==> src/rtl/cp0_exc_ctrl_if.sv <==
// CP0 exception-controller bus: the M-stage pipeline side (master) drives the
// victim instruction, interrupt lines and mfc0/mtc0/eret controls; the CP0
// block (slave) returns read data, EPC and the flush/redirect request.
interface cp0_exc_ctrl_if;
  logic [31:0] pc_m;
  logic [4:0]  exc_code_m;
  logic        bd_m;
  logic [5:0]  hwint;
  logic        cp0_we;
  logic [4:0]  cp0_addr;
  logic [31:0] cp0_wdata;
  logic        eret_m;
  logic [31:0] cp0_rdata;
  logic [31:0] epc_out;
  logic        exc_req;
  logic [31:0] handler_pc;

  modport master (
    output pc_m, exc_code_m, bd_m, hwint, cp0_we, cp0_addr, cp0_wdata, eret_m,
    input  cp0_rdata, epc_out, exc_req, handler_pc
  );

  modport slave (
    input  pc_m, exc_code_m, bd_m, hwint, cp0_we, cp0_addr, cp0_wdata, eret_m,
    output cp0_rdata, epc_out, exc_req, handler_pc
  );
endinterface

==> src/rtl/cp0_exc_ctrl.sv <==
// Coprocessor-0 exception/interrupt controller for the 5-stage MIPS core.
// Holds SR(12), Cause(13), EPC(14) and PRId(15). Takes interrupts and M-stage
// exceptions combinationally (exc_req), records them on the following edge.
// Optional build macro CP0_COUNT_EN adds Count(9)/Compare(11) and a timer
// interrupt merged into IP[15].
module cp0_exc_ctrl #(
  parameter logic [31:0] EXC_HANDLER = 32'h0000_4180,
  parameter logic [31:0] PRID_VALUE  = 32'h2019_0305
) (
  input logic          clk,
  input logic          reset,
  cp0_exc_ctrl_if.slave bus
);

  localparam logic [4:0] ADDR_COUNT   = 5'd9;
  localparam logic [4:0] ADDR_COMPARE = 5'd11;
  localparam logic [4:0] ADDR_SR      = 5'd12;
  localparam logic [4:0] ADDR_CAUSE   = 5'd13;
  localparam logic [4:0] ADDR_EPC     = 5'd14;
  localparam logic [4:0] ADDR_PRID    = 5'd15;

  // SR fields
  logic [5:0]  im_q, im_d;
  logic        exl_q, exl_d;
  logic        ie_q, ie_d;
  // Cause fields
  logic        bd_q, bd_d;
  logic [5:0]  ip_q, ip_d;
  logic [4:0]  exccode_q, exccode_d;
  // EPC
  logic [31:0] epc_q, epc_d;

`ifdef CP0_COUNT_EN
  logic [31:0] count_q, count_d;
  logic [31:0] compare_q, compare_d;
  logic        timer_pend_q, timer_pend_d;
`endif

  logic        int_req;
  logic        sw_req;
  logic        exc_req;
  logic        mtc0_ok;
  logic [31:0] pc_align;
  logic [31:0] epc_victim;
  logic [31:0] sr_value;
  logic [31:0] cause_value;
  logic [31:0] rdata;

  // Request decision: interrupts and exceptions are both masked under EXL
  always_comb begin
    int_req    = (|(ip_q & im_q)) & ie_q & ~exl_q;
    sw_req     = (bus.exc_code_m != 5'd0) & ~exl_q;
    exc_req    = int_req | sw_req;
    mtc0_ok    = bus.cp0_we & ~exc_req;
    // Word-align the victim PC; a delay-slot victim restarts at its branch,
    // and the subtraction is allowed to wrap below address 0.
    pc_align   = bus.pc_m & ~32'h0000_0003;
    epc_victim = bus.bd_m ? (pc_align - 32'd4) : pc_align;
  end

  // Next-state for SR/Cause/EPC; an exception drops any same-cycle mtc0/eret
  always_comb begin
    im_d      = im_q;
    exl_d     = exl_q;
    ie_d      = ie_q;
    bd_d      = bd_q;
    exccode_d = exccode_q;
    epc_d     = epc_q;
`ifdef CP0_COUNT_EN
    ip_d      = {bus.hwint[5] | timer_pend_q, bus.hwint[4:0]};
`else
    ip_d      = bus.hwint;
`endif
    if (exc_req) begin
      exl_d     = 1'b1;
      exccode_d = int_req ? 5'd0 : bus.exc_code_m;
      bd_d      = bus.bd_m;
      epc_d     = epc_victim;
    end else begin
      if (mtc0_ok && (bus.cp0_addr == ADDR_SR)) begin
        im_d  = bus.cp0_wdata[15:10];
        exl_d = bus.cp0_wdata[1];
        ie_d  = bus.cp0_wdata[0];
      end
      if (mtc0_ok && (bus.cp0_addr == ADDR_EPC)) begin
        epc_d = {bus.cp0_wdata[31:2], 2'b00};
      end
      // eret is applied after an SR write in the same cycle, so EXL ends 0
      if (bus.eret_m) begin
        exl_d = 1'b0;
      end
    end
  end

`ifdef CP0_COUNT_EN
  // Free-running Count, Compare and the sticky timer pending flag
  always_comb begin
    count_d      = count_q + 32'd1;
    compare_d    = compare_q;
    timer_pend_d = timer_pend_q;
    if ((count_q == compare_q) && (compare_q != 32'd0)) begin
      timer_pend_d = 1'b1;
    end
    if (mtc0_ok && (bus.cp0_addr == ADDR_COUNT)) begin
      count_d = bus.cp0_wdata;
    end
    if (mtc0_ok && (bus.cp0_addr == ADDR_COMPARE)) begin
      compare_d    = bus.cp0_wdata;
      timer_pend_d = 1'b0;
    end
  end

  // Timer state registers
  always_ff @(posedge clk or posedge reset) begin
    if (reset) begin
      count_q      <= 32'd0;
      compare_q    <= 32'd0;
      timer_pend_q <= 1'b0;
    end else begin
      count_q      <= count_d;
      compare_q    <= compare_d;
      timer_pend_q <= timer_pend_d;
    end
  end
`endif

  // CP0 architectural state registers
  always_ff @(posedge clk or posedge reset) begin
    if (reset) begin
      im_q      <= 6'd0;
      exl_q     <= 1'b0;
      ie_q      <= 1'b0;
      bd_q      <= 1'b0;
      ip_q      <= 6'd0;
      exccode_q <= 5'd0;
      epc_q     <= 32'd0;
    end else begin
      im_q      <= im_d;
      exl_q     <= exl_d;
      ie_q      <= ie_d;
      bd_q      <= bd_d;
      ip_q      <= ip_d;
      exccode_q <= exccode_d;
      epc_q     <= epc_d;
    end
  end

  // mfc0 read mux; registered values only, no write-through
  always_comb begin
    sr_value    = {16'd0, im_q, 8'd0, exl_q, ie_q};
    cause_value = {bd_q, 15'd0, ip_q, 3'd0, exccode_q, 2'd0};
    rdata       = 32'd0;
    case (bus.cp0_addr)
`ifdef CP0_COUNT_EN
      ADDR_COUNT:   rdata = count_q;
      ADDR_COMPARE: rdata = compare_q;
`endif
      ADDR_SR:      rdata = sr_value;
      ADDR_CAUSE:   rdata = cause_value;
      ADDR_EPC:     rdata = epc_q;
      ADDR_PRID:    rdata = PRID_VALUE;
      default:      rdata = 32'd0;
    endcase
  end

  assign bus.cp0_rdata  = rdata;
  assign bus.epc_out    = epc_q;
  assign bus.exc_req    = exc_req;
  assign bus.handler_pc = EXC_HANDLER;

endmodule

==> src/flat_wrapper.sv <==
// flat-port wrapper written by rule: the top's interface ports become plain ports
module cp0_exc_ctrl_flat 
#(
  parameter logic [31:0] EXC_HANDLER = 32'h0000_4180,
  parameter logic [31:0] PRID_VALUE  = 32'h2019_0305
)
  (clk, reset, bus_pc_m, bus_exc_code_m, bus_bd_m, bus_hwint, bus_cp0_we, bus_cp0_addr, bus_cp0_wdata, bus_eret_m, bus_cp0_rdata, bus_epc_out, bus_exc_req, bus_handler_pc);
  cp0_exc_ctrl_if bus_i ();
  input logic clk;
  input logic reset;
  input wire logic [$bits(bus_i.pc_m)-1:0] bus_pc_m;
  input wire logic [$bits(bus_i.exc_code_m)-1:0] bus_exc_code_m;
  input wire logic [$bits(bus_i.bd_m)-1:0] bus_bd_m;
  input wire logic [$bits(bus_i.hwint)-1:0] bus_hwint;
  input wire logic [$bits(bus_i.cp0_we)-1:0] bus_cp0_we;
  input wire logic [$bits(bus_i.cp0_addr)-1:0] bus_cp0_addr;
  input wire logic [$bits(bus_i.cp0_wdata)-1:0] bus_cp0_wdata;
  input wire logic [$bits(bus_i.eret_m)-1:0] bus_eret_m;
  output wire logic [$bits(bus_i.cp0_rdata)-1:0] bus_cp0_rdata;
  output wire logic [$bits(bus_i.epc_out)-1:0] bus_epc_out;
  output wire logic [$bits(bus_i.exc_req)-1:0] bus_exc_req;
  output wire logic [$bits(bus_i.handler_pc)-1:0] bus_handler_pc;
  assign bus_i.pc_m = bus_pc_m;
  assign bus_i.exc_code_m = bus_exc_code_m;
  assign bus_i.bd_m = bus_bd_m;
  assign bus_i.hwint = bus_hwint;
  assign bus_i.cp0_we = bus_cp0_we;
  assign bus_i.cp0_addr = bus_cp0_addr;
  assign bus_i.cp0_wdata = bus_cp0_wdata;
  assign bus_i.eret_m = bus_eret_m;
  assign bus_cp0_rdata = bus_i.cp0_rdata;
  assign bus_epc_out = bus_i.epc_out;
  assign bus_exc_req = bus_i.exc_req;
  assign bus_handler_pc = bus_i.handler_pc;
  cp0_exc_ctrl #(.EXC_HANDLER(EXC_HANDLER), .PRID_VALUE(PRID_VALUE)) u_core (.clk(clk), .reset(reset), .bus(bus_i));
endmodule
==> config.mk <==
export PLATFORM = sky130hd
export DESIGN_NAME = cp0_exc_ctrl_flat
export DESIGN_NICKNAME = d
export VERILOG_FILES = /design/src/rtl/cp0_exc_ctrl_if.sv /design/src/rtl/cp0_exc_ctrl.sv /design/src/flat_wrapper.sv
export SDC_FILE = /design/constraint.sdc
export NUM_CORES = 1
export LEC_CHECK = 0
export ABC_AREA = 1
export CAP_MARGIN = 20
export CORE_UTILIZATION = 45
export DETAILED_ROUTE_END_ITERATION = 10
export PLACE_DENSITY = 0.92
export SLEW_MARGIN = 10
export SYNTH_ARGS = -nofsm -noshare
export SYNTH_HDL_FRONTEND = slang
export SYNTH_SLANG_ARGS = --single-unit
==> constraint.sdc <==
create_clock -name clk -period 2.7 [get_ports clk]
set_input_delay 0.405 -clock clk [delete_from_list [all_inputs] [get_ports clk]]
set_output_delay 0.405 -clock clk [all_outputs]
set_load 0.02 [all_outputs]
Word level (Yosys, flattened, before mapping)
Index checks and enable logic that the tools add are counted.
{"block": "word_totals", "reg_bits": 52, "in_bits": 85, "word_cells": 35}
{"block": "op_classes", "add_sub_neg": 1, "eq_ne": 4, "n_mux": 8, "n_bitwise": 8, "n_reduce_logical": 7}
{"operator": "32-bit one-hot mux with 4 select lines", "n": 1}
{"operator": "32-bit two-way mux", "n": 3}
{"operator": "32-bit by 3-bit subtractor with 32-bit output, second input constant", "n": 1}
{"operator": "5-bit by 4-bit equality test with 1-bit output, second input constant", "n": 4}
{"operator": "6-bit AND", "n": 1}
{"operator": "6-bit OR reduction", "n": 1}
{"operator": "5-bit two-way mux", "n": 1}
{"operator": "5-bit nonzero test", "n": 1}
{"operator": "1-bit AND", "n": 4}
{"operator": "1-bit two-way mux", "n": 3}
{"operator": "3-bit nonzero test", "n": 1}
{"operator": "1-bit logical AND", "n": 2}
{"operator": "1-bit inverter", "n": 2}
{"operator": "2-bit AND reduction", "n": 1}
{"operator": "2-bit nonzero test", "n": 1}
{"operator": "1-bit bitwise OR", "n": 1}

Depth between registers and ports, before layout
Gate-level depths: netlist (run 1).
{"block": "depth", "word_depth": 11, "ltp_mapped": 13}

Worst setup path before layout (run 1)
No wires, ideal clock.
{"block": "synth_timing", "path_type": "input-to-output", "startpoint": "input bus_cp0_addr[3]", "endpoint": "output bus_cp0_rdata[10]", "arrival_time_ps": 1306, "required_ps": 2295, "slack_ps": 989, "stages": 7, "n_path_buf": 1, "path_cell_list": "nand2_1 nor2_2 nand2_2 inv_2 clkbuf_1 nand2_1 nand3_1"}
{"block": "synth_via", "elab_chain_cells": 2}
{"item": "start: declaration", "line": "flat_wrapper.sv:16", "source": "input wire logic [$bits(bus_i.cp0_addr)-1:0] bus_cp0_addr;"}
{"item": "5-bit by 4-bit equality test with 1-bit output", "line": "cp0_exc_ctrl.sv:153", "source": "case (bus.cp0_addr)"}
{"item": "32-bit one-hot mux with 4 select lines *", "line": "cp0_exc_ctrl.sv:153"}
{"item": "end: declaration", "line": "flat_wrapper.sv:19", "source": "output wire logic [$bits(bus_i.cp0_rdata)-1:0] bus_cp0_rdata;"}
Mark *: on every way between the ends. The rest lies on a longest branch, timed or not.

Final worst setup path (run 1)
{"block": "layout_timing", "startpoint": "input bus_cp0_addr[0]", "endpoint": "output bus_cp0_rdata[31]"}
Same word-level chain as after synthesis.

==> summary.txt, run 1 <==
Pwr
  • Flop pwr share: 32.6%
  • Cell Pwr Density: about 740 nW/um2
  • Share of power burned in the clock network: a little over an eighth
  • Pint: ~2.2 mW
  • Maximum VDD drop: a little under 300 uV
  • Logic pwr share: approximately 54%
  • Psw: about 1.8 mW
  • Pwr Total: about 4 mW
  • Net Sw Frac: roughly 44%
  • Leakage: around 2.8 nW

Worst setup path
  • CP Capture Type: primary output
  • Slowest CP cell: clkdlybuf4s50_1
  • Crit path buf inv count: 4
  • CP cell instances: clkdlybuf4s50_1, inv_1, nor2_1, nand2_1, buf_4, o21ai_0, clkdlybuf4s50_1
  • Critical path arrival: around 2.2 ns
  • Most used cell, CP: clkdlybuf4s50_1
  • Largest fanout on the critical path: 6
  • Largest delay contributor family on the critical path: buffers and inverters
  • CP max stage delay: 0.64 ns
  • Critical path launch point type: input port
  • Setup CP Type: in2out
  • Req. time, crit path: around 2.3 ns

Clock network
  • # Post-CTS Setup Buffers: 0
  • Max H-tree Level: 2
  • Clk buf depth: 2
  • Clock-pin slew on the worst setup and hold paths: approximately 0.090 ns
  • Clk sink count: 50
  • CTS root buffer: clkbuf_8
  • CTS tree: yes
  • Cts-stage hold buffer count: 0
  • Later-pin clock latency in the skew report: approximately 0.30 ns
  • Num CTS Buffers: 5

Yosys
  • Post-synthesis cell type count: 32
  • Ys Warns: 0
  • Seq/Total Area, Yosys: roughly a third
  • Syn Area/Cell: around 6.4 um2
  • Yosys reg bits: 50
  • Most used DFF post-synth: dfrtp_1
  • Syn Inst Count: 614
  • Async SR Flop Fraction: between 90% and 100%
  • Post-synth EDFFs: 0
  • Synth Cell Area: between 3000 and 4000 um2

Final layout
  • Layout cell share with drive strength beyond 1: 7.12%
  • Nets: about 840
  • Fin area: approximately 5400 um2
  • Fill cells: 717
  • Diode count: 0
  • Area delta synth->final: 38.7%

STA
  • Highest clock rate: roughly 390 MHz
  • Worst-Margin Slew: around 0.62 ns
  • Setup TNS: 0 ns
  • Clock skew: 0.00403 ns
  • Setup Viol. Count Final: 0
  • Final hold slack: 0.507 ns
  • Min cycle time layout: roughly 2.6 ns
  • Fin worst setup slack: around 0.11 ns
  • Final slew viol count: 0
  • Final hold violations: 0
  • Part of the cycle the worst path needs: between 90% and 100%
  • RSZ-0062 raised after global routing: no
  • Rel. slew slack: between 50% and 60%

Status
  • Status: finished, final reports clean

Drt
  • Post-route ant nets: 0
  • Total number of vias: about 4300
  • Routed vias/inst: approximately 5.0
  • # DRC: 0
  • Per-cell routed wire length: ~14 um
  • Starting DRT DRC Count: between 200 and 300
  • Drt first pass iters: 5
  • Final Routed Wirelength: ~12000 um

Die
  • Die width: 95.4 um
  • Row count: 33
  • Core area: ~8300 um2
  • Die extent in y: 95.4 um
  • Io pins: 182
  • Floorplan die area: a little over 9000 um2
  • Starting Density: a little under half

Min path
  • Tightest Hold Check Type: reg2reg

Placed design
  • Placed instance area: 5330 um2
  • Placed wire-length estimate: 9790 um
  • Placement Setup Slack: 0.0893 ns
  • GPL Wtd Cong: ~0.96
  • PortBufs: ~150

Global routing
  • Global Route Usage Sum: 26.7%
  • GR Overflow Total: 0
  • Largest net degree at the start of global routing: 51
  • First-pass GRT wire length: about 19000 um
  • Vias in the first global route: 4030
  • Initial antenna violation count: 0

Job
  • Max-cap violations: 0
## metrics by stage
step,util [%],instances
2_1_floorplan,-,646
3_3_place_gp,63.9,855
3_5_place_dp,63.9,855
4_1_cts,65.2,863
5_1_grt,65.3,863
6_report,65.3,863
## registers in the layout, indices dropped and copies added (netlist names)
register            cells
u_core.exl_q            1
u_core.bus.epc_out     30
u_core.ie_q             1
u_core.exccode_q        5
u_core.bd_q             1
u_core.im_q             6
u_core.ip_q             6
## kinds of logic after synthesis
group | Yosys count | synth area share [%]
buffers and inverters | 145 | 18.4
AND/OR/NAND/NOR | 342 | 38.3
flip-flops | 50 | 31.9
XOR/XNOR | 12 | 2.68
adder cells (fa/ha/maj) | 1 | 0.319
AO/OA/AOI/OAI | 62 | 8.22
other | 2 | 0.191
## worst reg2reg max path, delay by kind of cell, from the launching register on
kind	cells	cell delay [ns]
AND/OR/NAND/NOR	8	0.81
buffers and inverters	1	0.47
flip-flops	1	0.41
## layout make-up
cell class	instances	area (um2)	share of cell area, %
sequential	50	1250	23.0
clock inverter	3	43.8	0.804
timing repair buffer	153	1510	27.8
inverter	96	364	6.69
multi-input combinational	451	2070	38.1
tap	105	131	2.41
clock buffer	5	68.8	1.26
## cell usage after synthesis, drive strengths merged (3+ instances only)
| cell type | count | area (um2) |
|---|---|---|
| nand3b | 3 | 22.5 |
| xor2 | 12 | 105 |
| nor2 | 81 | 384 |
| inv | 96 | 363 |
| nand3 | 38 | 208 |
| o21ai | 54 | 274 |
| dfrtp | 50 | 1250 |
| nand2 | 213 | 847 |
| o22ai | 4 | 25.0 |
| nand4 | 6 | 37.5 |
| clkbuf | 4 | 16.3 |
| buf | 45 | 343 |
## placed cells by master, fill, tap and decap left out
master	n
nand3b_1	3
inv_2	8
o21ai_1	22
a21oi_1	2
nand4_1	6
nand2_1	201
nand2_2	8
nor2_2	7
nor2_4	4
a31oi_1	1
nand3_4	1
o21ai_0	31
clkinv_2	2
inv_4	1
inv_1	86
nand3_1	36
inv_6	1
o21ai_2	1
nor2_8	2
conb_1	34
buf_4	8
xor2_1	12
clkbuf_8	5
o22ai_1	4
o211ai_1	1
nand3_2	1
nor3_1	1
ha_1	1
nand2_4	4
bufinv_16	1
dfrtp_1	50
clkdlybuf4s50_1	145
nor2_1	68
## worst paths after layout
kind	start	to	slack, ns	cells after the start
setup / recovery	bus_cp0_addr[0]	bus_cp0_rdata[31]	0.11	7
min in group asynchronous	reset	u_core.exl_q$_DFFE_PP0P_	0.58	3
hold reg to reg	u_core.exl_q$_DFFE_PP0P_	u_core.exl_q$_DFFE_PP0P_	0.51	2
setup reg to reg	u_core.im_q[2]$_DFFE_PP0P_	u_core.bus.epc_out[28]$_DFFE_PP0P_	0.96	9
max in group asynchronous	reset	u_core.bus.epc_out[26]$_DFFE_PP0P_	1.71	3
hold / removal	u_core.exl_q$_DFFE_PP0P_	u_core.exl_q$_DFFE_PP0P_	0.51	2
## per-layer routing
metal | GRT usage, % | vias up | wire length [um]
met5 | 0 | - | 0
met4 | 8.58 | 0 | 293
met3 | 3.27 | 26 | 798
met2 | 46.6 | 205 | 5890
met1 | 34.1 | 1963 | 4920
li1 | - | 2092 | -
## power groups by stage
stage	Sequential [mW]	Combinational, mW	Clock (mW)
floorplan	1.55	1.06	0
global placement	1.30	2.09	0
detailed placement	1.32	2.17	0
CTS	1.30	2.18	0.539
global route	1.34	2.39	0.563
finish	1.31	2.18	0.529
## what timing repair did
item / 4_1_cts / 5_1_grt
endpoints found under the setup margin: 0 / 5
hold endpoints to repair: 0 / 0
gates resized for setup: 0 / 3
(Power assumes the default switching activity.)
==> inputs of run 2 (changes only) <==
Settings changed: CORE_UTILIZATION 45 to 42, CTS_CLUSTER_DIAMETER set to 100, PLACE_DENSITY 0.92 to 0.87.
Clock period 2.7 ns to 2.95 ns, I/O delays scaled along.
==> run 2 against run 1 <==
Against the previous run:
- sequential power down 9%
- critical path depth increased by 1
- setup slack better by 0.092 ns
- highest routed layer unchanged
- die area up 7.0%
- cell count is the same
- non-clock buffer count is 3 lower
- hold slack got worse by 0.092 ns
- largest power group unchanged
- critical path type unchanged
- via count is 2.9% lower
- utilization decreased by 4.5 points
- largest cell class unchanged
- routed wire length down 5.0%
==> summary.txt, run 2 (synthesis gave the netlist of run 1 again) <==
Min path
  • Tightest Hold Check Type: in2async

Global routing
  • Global Route Usage Sum: 23.4% (-3.2 points)
  • First-pass GRT wire length: 18200 um (-3.1%)
  • Vias in the first global route: 3882 (-3.7%)
  • Initial antenna violation count: 0 (unchanged)
  • GR Overflow Total: 0 (unchanged)
  • Largest net degree at the start of global routing: 29 (-43%)

Drt
  • Post-route ant nets: 0 (unchanged)
  • Total number of vias: 4161 (-2.9%)
  • Per-cell routed wire length: 13.1 um (-5.0%)
  • Routed vias/inst: 4.82 (-2.9%)
  • Final Routed Wirelength: 11300 um (-5.0%)
  • # DRC: 0 (unchanged)
  • Drt first pass iters: 7 (+2)
  • Starting DRT DRC Count: 202 (-22%)

Pwr
  • Logic pwr share: 54.9% (+0.7 points)
  • Pint: 1.96 mW (-12%)
  • Maximum VDD drop: 276 uV (-5.9%)
  • Flop pwr share: 33.5% (+0.9 points)
  • Pwr Total: 3.55 mW (-11%)
  • Share of power burned in the clock network: 11.6% (-1.6 points)
  • Psw: 1.59 mW (-11%)
  • Net Sw Frac: 44.7% (+0.46 points)
  • Leakage: 2.75 nW (-0.81%)
  • Cell Pwr Density: 657 nW/um2 (-11%)

Final layout
  • Final Core Density: 60.8% (-4.5 points)
  • Diode count: 0 (unchanged)
  • Commonest cells after routing, fill and taps aside: nand2_1, clkdlybuf4s50_1, inv_1
  • Layout cell share with drive strength beyond 1: 6.49% (-0.63 points)
  • Commonest non-fill, non-tap cell in the layout: nand2_1
  • Nets: 840 (-0.36%)
  • Area delta synth->final: 37.7%
  • Fin area: 5410 um2 (-0.74%)
  • Largest register FFs: 30 (unchanged)

Worst setup path
  • Setup CP Type: in2out
  • Req. time, crit path: 2.51 ns (+0.21 ns)
  • Critical path launch point type: input port
  • R2R Setup Slk: 0.99 ns (+0.03 ns)
  • CP Capture Type: primary output
  • Largest fanout on the critical path: 7 (+1)
  • Critical path arrival: 2.31 ns (+0.13 ns)

Die
  • Io pins: 182 (unchanged)
  • Die width: 98.7 um (+3.4%)
  • Die extent in y: 98.7 um (+3.4%)
  • Floorplan die area: 9740 um2 (+7.0%)
  • Starting Density: 44.1% (-2.9 points)
  • Core area: 8890 um2 (+6.6%)
  • Row count: 34 (+3.0%)

Clock network
  • Clk buf depth: 2 (unchanged)
  • Max H-tree Level: 2 (unchanged)
  • # Post-CTS Setup Buffers: 0 (unchanged)
  • CTS tree: yes
  • Cts-stage hold buffer count: 0 (unchanged)
  • Clk sink count: 50 (unchanged)
  • Post_cts resized: 0 (unchanged)
  • Clock-pin slew on the worst setup and hold paths: 0.09 ns (about the same)
  • Num CTS Buffers: 5 (unchanged)
  • CTS root buffer: clkbuf_8
  • Later-pin clock latency in the skew report: 0.30 ns (about the same)

STA
  • Setup Viol. Count Final: 0 (unchanged)
  • Part of the cycle the worst path needs: about 93%
  • Min cycle time layout: around 2.7 ns
  • Worst-Margin Slew: 0.639 ns (+0.0147 ns)
  • Clock skew: 0.00635 ns (+0.00232 ns)
  • Rel. slew slack: 57.4% (-0.98 points)
  • RSZ-0062 raised after global routing: no
  • Fin worst setup slack: 0.202 ns (+0.0920 ns)
  • Setup TNS: 0 ns (unchanged)
  • Final slew viol count: 0 (unchanged)
  • Highest clock rate: 364 MHz
  • Final hold violations: 0 (unchanged)

Placed design
  • Placement Setup Slack: 0.190 ns (+0.100 ns)
  • GPL Wtd Cong: 0.879 (-8.9%)
  • PortBufs: 145 (unchanged)
  • Placed wire-length estimate: 9290 um (-5.1%)
  • Placed instance area: 5310 um2 (-0.35%)

Job
  • Max-cap violations: 0 (unchanged)

Status
  • Status: finished, final reports clean
[run 2: changes by cell type in the layout (fill, tap and decap cells not counted), sizes merged]
cell,delta
bufinv,-1
clkinvlp,+1
clkinv,-1
buf,-3
clkbuf,+1
[run 2: critical path: stages]
cell and delay, ns:
clkdlybuf4s50_1 0.49, inv_1 0.04, nor2_1 0.12, nand2_1 0.21, inv_1 0.23, nand2_1 0.07, nand3_1 0.09, clkdlybuf4s50_1 0.61
[run 2: final cells by class]
cell class | instances | area (um2)
fill | 798 | 3490
multi-input combinational | 451 | 2070
timing repair buffer | 150 | 1490
sequential | 50 | 1250
inverter | 96 | 363
tap | 108 | 135
clock buffer | 6 | 82.6
clock inverter | 2 | 12.5
[run 2: layer usage]
metal | global-route usage [%] | wire [um]
met1 | 30.5 | 4980
met2 | 40.6 | 5480
met5 | 0 | 0
met3 | 2.84 | 593
met4 | 7.46 | 244
[run 2: worst paths after layout]
| check | startpoint | endpoint | cells after the start |
|---|---|---|---|
| hold reg to reg | u_core.im_q[5]$_DFFE_PP0P_ | u_core.im_q[5]$_DFFE_PP0P_ | 2 |
| setup reg to reg | u_core.im_q[2]$_DFFE_PP0P_ | u_core.bus.epc_out[28]$_DFFE_PP0P_ | 9 |
| setup / recovery | bus_cp0_addr[0] | bus_cp0_rdata[11] | 8 |
| hold / removal | reset | u_core.ip_q[0]$_DFF_PP0_ | 2 |
| max in group asynchronous | reset | u_core.bus.epc_out[22]$_DFFE_PP0P_ | 3 |
| min in group clk | u_core.im_q[5]$_DFFE_PP0P_ | u_core.im_q[5]$_DFFE_PP0P_ | 2 |
[run 2: power groups by stage]
stage | logic (mW) | registers [mW] | clock network (mW)
final | 1.95 | 1.19 | 0.412
after CTS | 1.95 | 1.19 | 0.420
after detailed placement | 1.95 | 1.20 | 0
after floorplan | 0.973 | 1.42 | 0
after global placement | 1.91 | 1.19 | 0
after global routing | 2.14 | 1.22 | 0.446
[run 2: per-stage QoR]
step,instances,hold WS [ns]
2_1_floorplan,646,0.463
3_3_place_gp,855,0.481
3_5_place_dp,855,0.493
4_1_cts,863,0.419
5_1_grt,863,0.426
6_report,863,0.415
==> inputs of run 3 (changes only) <==
Settings changed: GPL_TIMING_DRIVEN set to 0.
==> run 3 against run 2 <==
Against the previous run:
- setup slack lost 0.093 ns
- register-to-register slack gained 0.30 ns
- sequential cell count is the same
- sequential power is essentially flat
- design area grew 6.1%
- via count grew 5.1%
- die area is the same
- hold slack lost 0.0035 ns
- critical endpoint is now bus_cp0_rdata[7]
- combinational power grew 9%
- clock power shrank 4%
- global-route usage grew 3.0 points
- fmax shrank 3.3%
==> summary.txt, run 3 (synthesis gave the netlist of run 1 again) <==
Status
  • Status: finished, final reports clean

Clock network
  • Later-pin clock latency in the skew report: 0.30 ns (about the same)
  • CTS root buffer: clkbuf_8
  • Clk buf depth: 2 (unchanged)
  • Num CTS Buffers: 5 (unchanged)
  • Clock-pin slew on the worst setup and hold paths: 0.10 ns (about the same)
  • Clk sink count: 50 (unchanged)
  • Cts-stage hold buffer count: 0 (unchanged)
  • CTS tree: yes
  • Max H-tree Level: 2 (unchanged)

Pwr
  • Cell Pwr Density: 648 nW/um2 (-1.4%)
  • Leakage: 2.97 nW (+7.9%)
  • Maximum VDD drop: 383 uV (+39%)

Final layout
  • FF+latch area: 1250 um2 (unchanged)
  • Layout cell share with drive strength beyond 1: 11.4% (+4.9 points)
  • Largest register FFs: 30 (unchanged)
  • Diode count: 0 (unchanged)
  • Final Core Density: 64.5% (+3.7 points)
  • Commonest cells after routing, fill and taps aside: nand2_1, clkdlybuf4s50_1, inv_1
  • Fill cells: 775 (-2.9%)
  • Area delta synth->final: 46.1%
  • Commonest non-fill, non-tap cell in the layout: nand2_1
  • Area of the multi-input gates: 2070 um2 (unchanged)
  • Nets: 884 (+5.2%)

Drt
  • Per-cell routed wire length: 13.7 um (+4.7%)
  • Post-route ant nets: 0 (unchanged)
  • # DRC: 0 (unchanged)
  • Drt first pass iters: 5 (-2)
  • Routed vias/inst: 4.83 (+0.15%)
  • Starting DRT DRC Count: 198 (-2.0%)
  • Final Routed Wirelength: 12400 um (+9.9%)
  • Total number of vias: 4375 (+5.1%)

Global routing
  • Vias in the first global route: 4321 (+11%)
  • Largest net degree at the start of global routing: 38 (+31%)
  • Initial antenna violation count: 0 (unchanged)
  • GR Overflow Total: 0 (unchanged)
  • First-pass GRT wire length: 20400 um (+12%)
  • Global Route Usage Sum: 26.4% (+3.0 points)

STA
  • RSZ-0062 raised after global routing: no
  • Final slew viol count: 0 (unchanged)
  • Highest clock rate: 352 MHz (-3.3%)
  • Clock skew: 0.00681 ns (+0.000463 ns)
  • Setup TNS: 0 ns (unchanged)
  • Final hold violations: 0 (unchanged)
  • Setup Viol. Count Final: 0 (unchanged)
  • Min cycle time layout: 2.84 ns (+0.0927 ns)
  • Part of the cycle the worst path needs: 96.3% (+3.1 points)

Min path
  • Tightest Hold Check Type: in2async

Worst setup path
  • CP Capture Type: primary output
  • Req. time, crit path: 2.51 ns (about the same)
  • R2R Setup Slk: 1.29 ns (+0.30 ns)
  • Critical path arrival: 2.40 ns (+0.09 ns)
  • CP startpoint: bus_cp0_addr[1]
  • Setup CP Type: in2out
  • Largest fanout on the critical path: 10 (+3)
  • RR Startpoint: u_core.im_q[2]$_DFFE_PP0P_
  • Critical path launch point type: input port

Die
  • Row count: 34 (unchanged)
  • Die width: 98.7 um (unchanged)
  • Io pins: 182 (unchanged)
  • Die extent in y: 98.7 um (unchanged)
  • Starting Density: 44.1% (unchanged)
  • Floorplan die area: 9740 um2 (unchanged)
  • Core area: 8890 um2 (unchanged)

Placed design
  • GPL Wtd Cong: 0.875 (-0.42%)
  • Placed wire-length estimate: 10300 um (+11%)
  • PortBufs: 145 (unchanged)

Job
  • Max-cap violations: 0 (unchanged)
==> run 3: area by class of cell <==
class / count / share of cell area [%]
sequential: 50 / 21.8
clock buffer: 5 / 1.20
multi-input combinational: 451 / 36.1
buffer: 48 / 6.22
timing repair buffer: 146 / 25.7
clock inverter: 2 / 0.262
inverter: 96 / 6.35
tap: 108 / 2.36
==> run 3: timing repair <==
| action | 4_1_cts | 5_1_grt |
|---|---|---|
| setup endpoints to repair | 10 | 10 |
| buffers inserted | 0 | 0 |
| resized for setup | 0 | 3 |
==> run 3: path summary, 6_finish.rpt <==
path,to,cells after the start
setup / recovery,bus_cp0_rdata[7],7
hold / removal,u_core.exccode_q[1]$_DFFE_PP0N_,2
setup reg to reg,u_core.bus.epc_out[17]$_DFFE_PP0P_,11
hold reg to reg,u_core.exl_q$_DFFE_PP0P_,2
max in group asynchronous,u_core.bus.epc_out[27]$_DFFE_PP0P_,3
min in group clk,u_core.exl_q$_DFFE_PP0P_,2
==> run 3: metrics by stage <==
step | area, um2 | setup WS (ns) | hold WS (ns) | total power [mW] | instances
after floorplan | 4050 | 1.16 | 0.463 | 2.39 | 646
after global placement | 5630 | -0.0943 | 0.481 | 3.24 | 899
after detailed placement | 5650 | -0.150 | 0.487 | 3.32 | 900
after CTS | 5730 | 0.0372 | 0.418 | 3.71 | 906
after global routing | 5730 | 0.0231 | 0.460 | 3.98 | 906
final | 5730 | 0.110 | 0.412 | 3.72 | 906
==> run 3: critical path, cell delays in order <==
cell	delay [ns]
clkdlybuf4s50_1	0.49
inv_1	0.05
nor2_2	0.10
nand2_2	0.20
clkbuf_2	0.29
nor2_1	0.19
clkdlybuf4s50_1	0.63
==> run 3: report_power, final <==
| part | leakage (nW) | switching [mW] | internal, mW | total [mW] |
|---|---|---|---|---|
| Sequential | 0.592 | 0.213 | 0.982 | 1.19 |
| Combinational | 2.34 | 1.23 | 0.902 | 2.13 |
| Clock | 0.0362 | 0.233 | 0.162 | 0.396 |
| Total | 2.97 | 1.67 | 2.05 | 3.72 |
==> run 3: routing by layer <==
| metal | share of wire, % | routed length, um | global-route usage (%) |
|---|---|---|---|
| met5 | 0 | 0 | 0 |
| met4 | 3.4 | 421 | 11.5 |
| met3 | 7.5 | 927 | 3.83 |
| met2 | 48 | 5980 | 46.4 |
| met1 | 41 | 5090 | 32.2 |
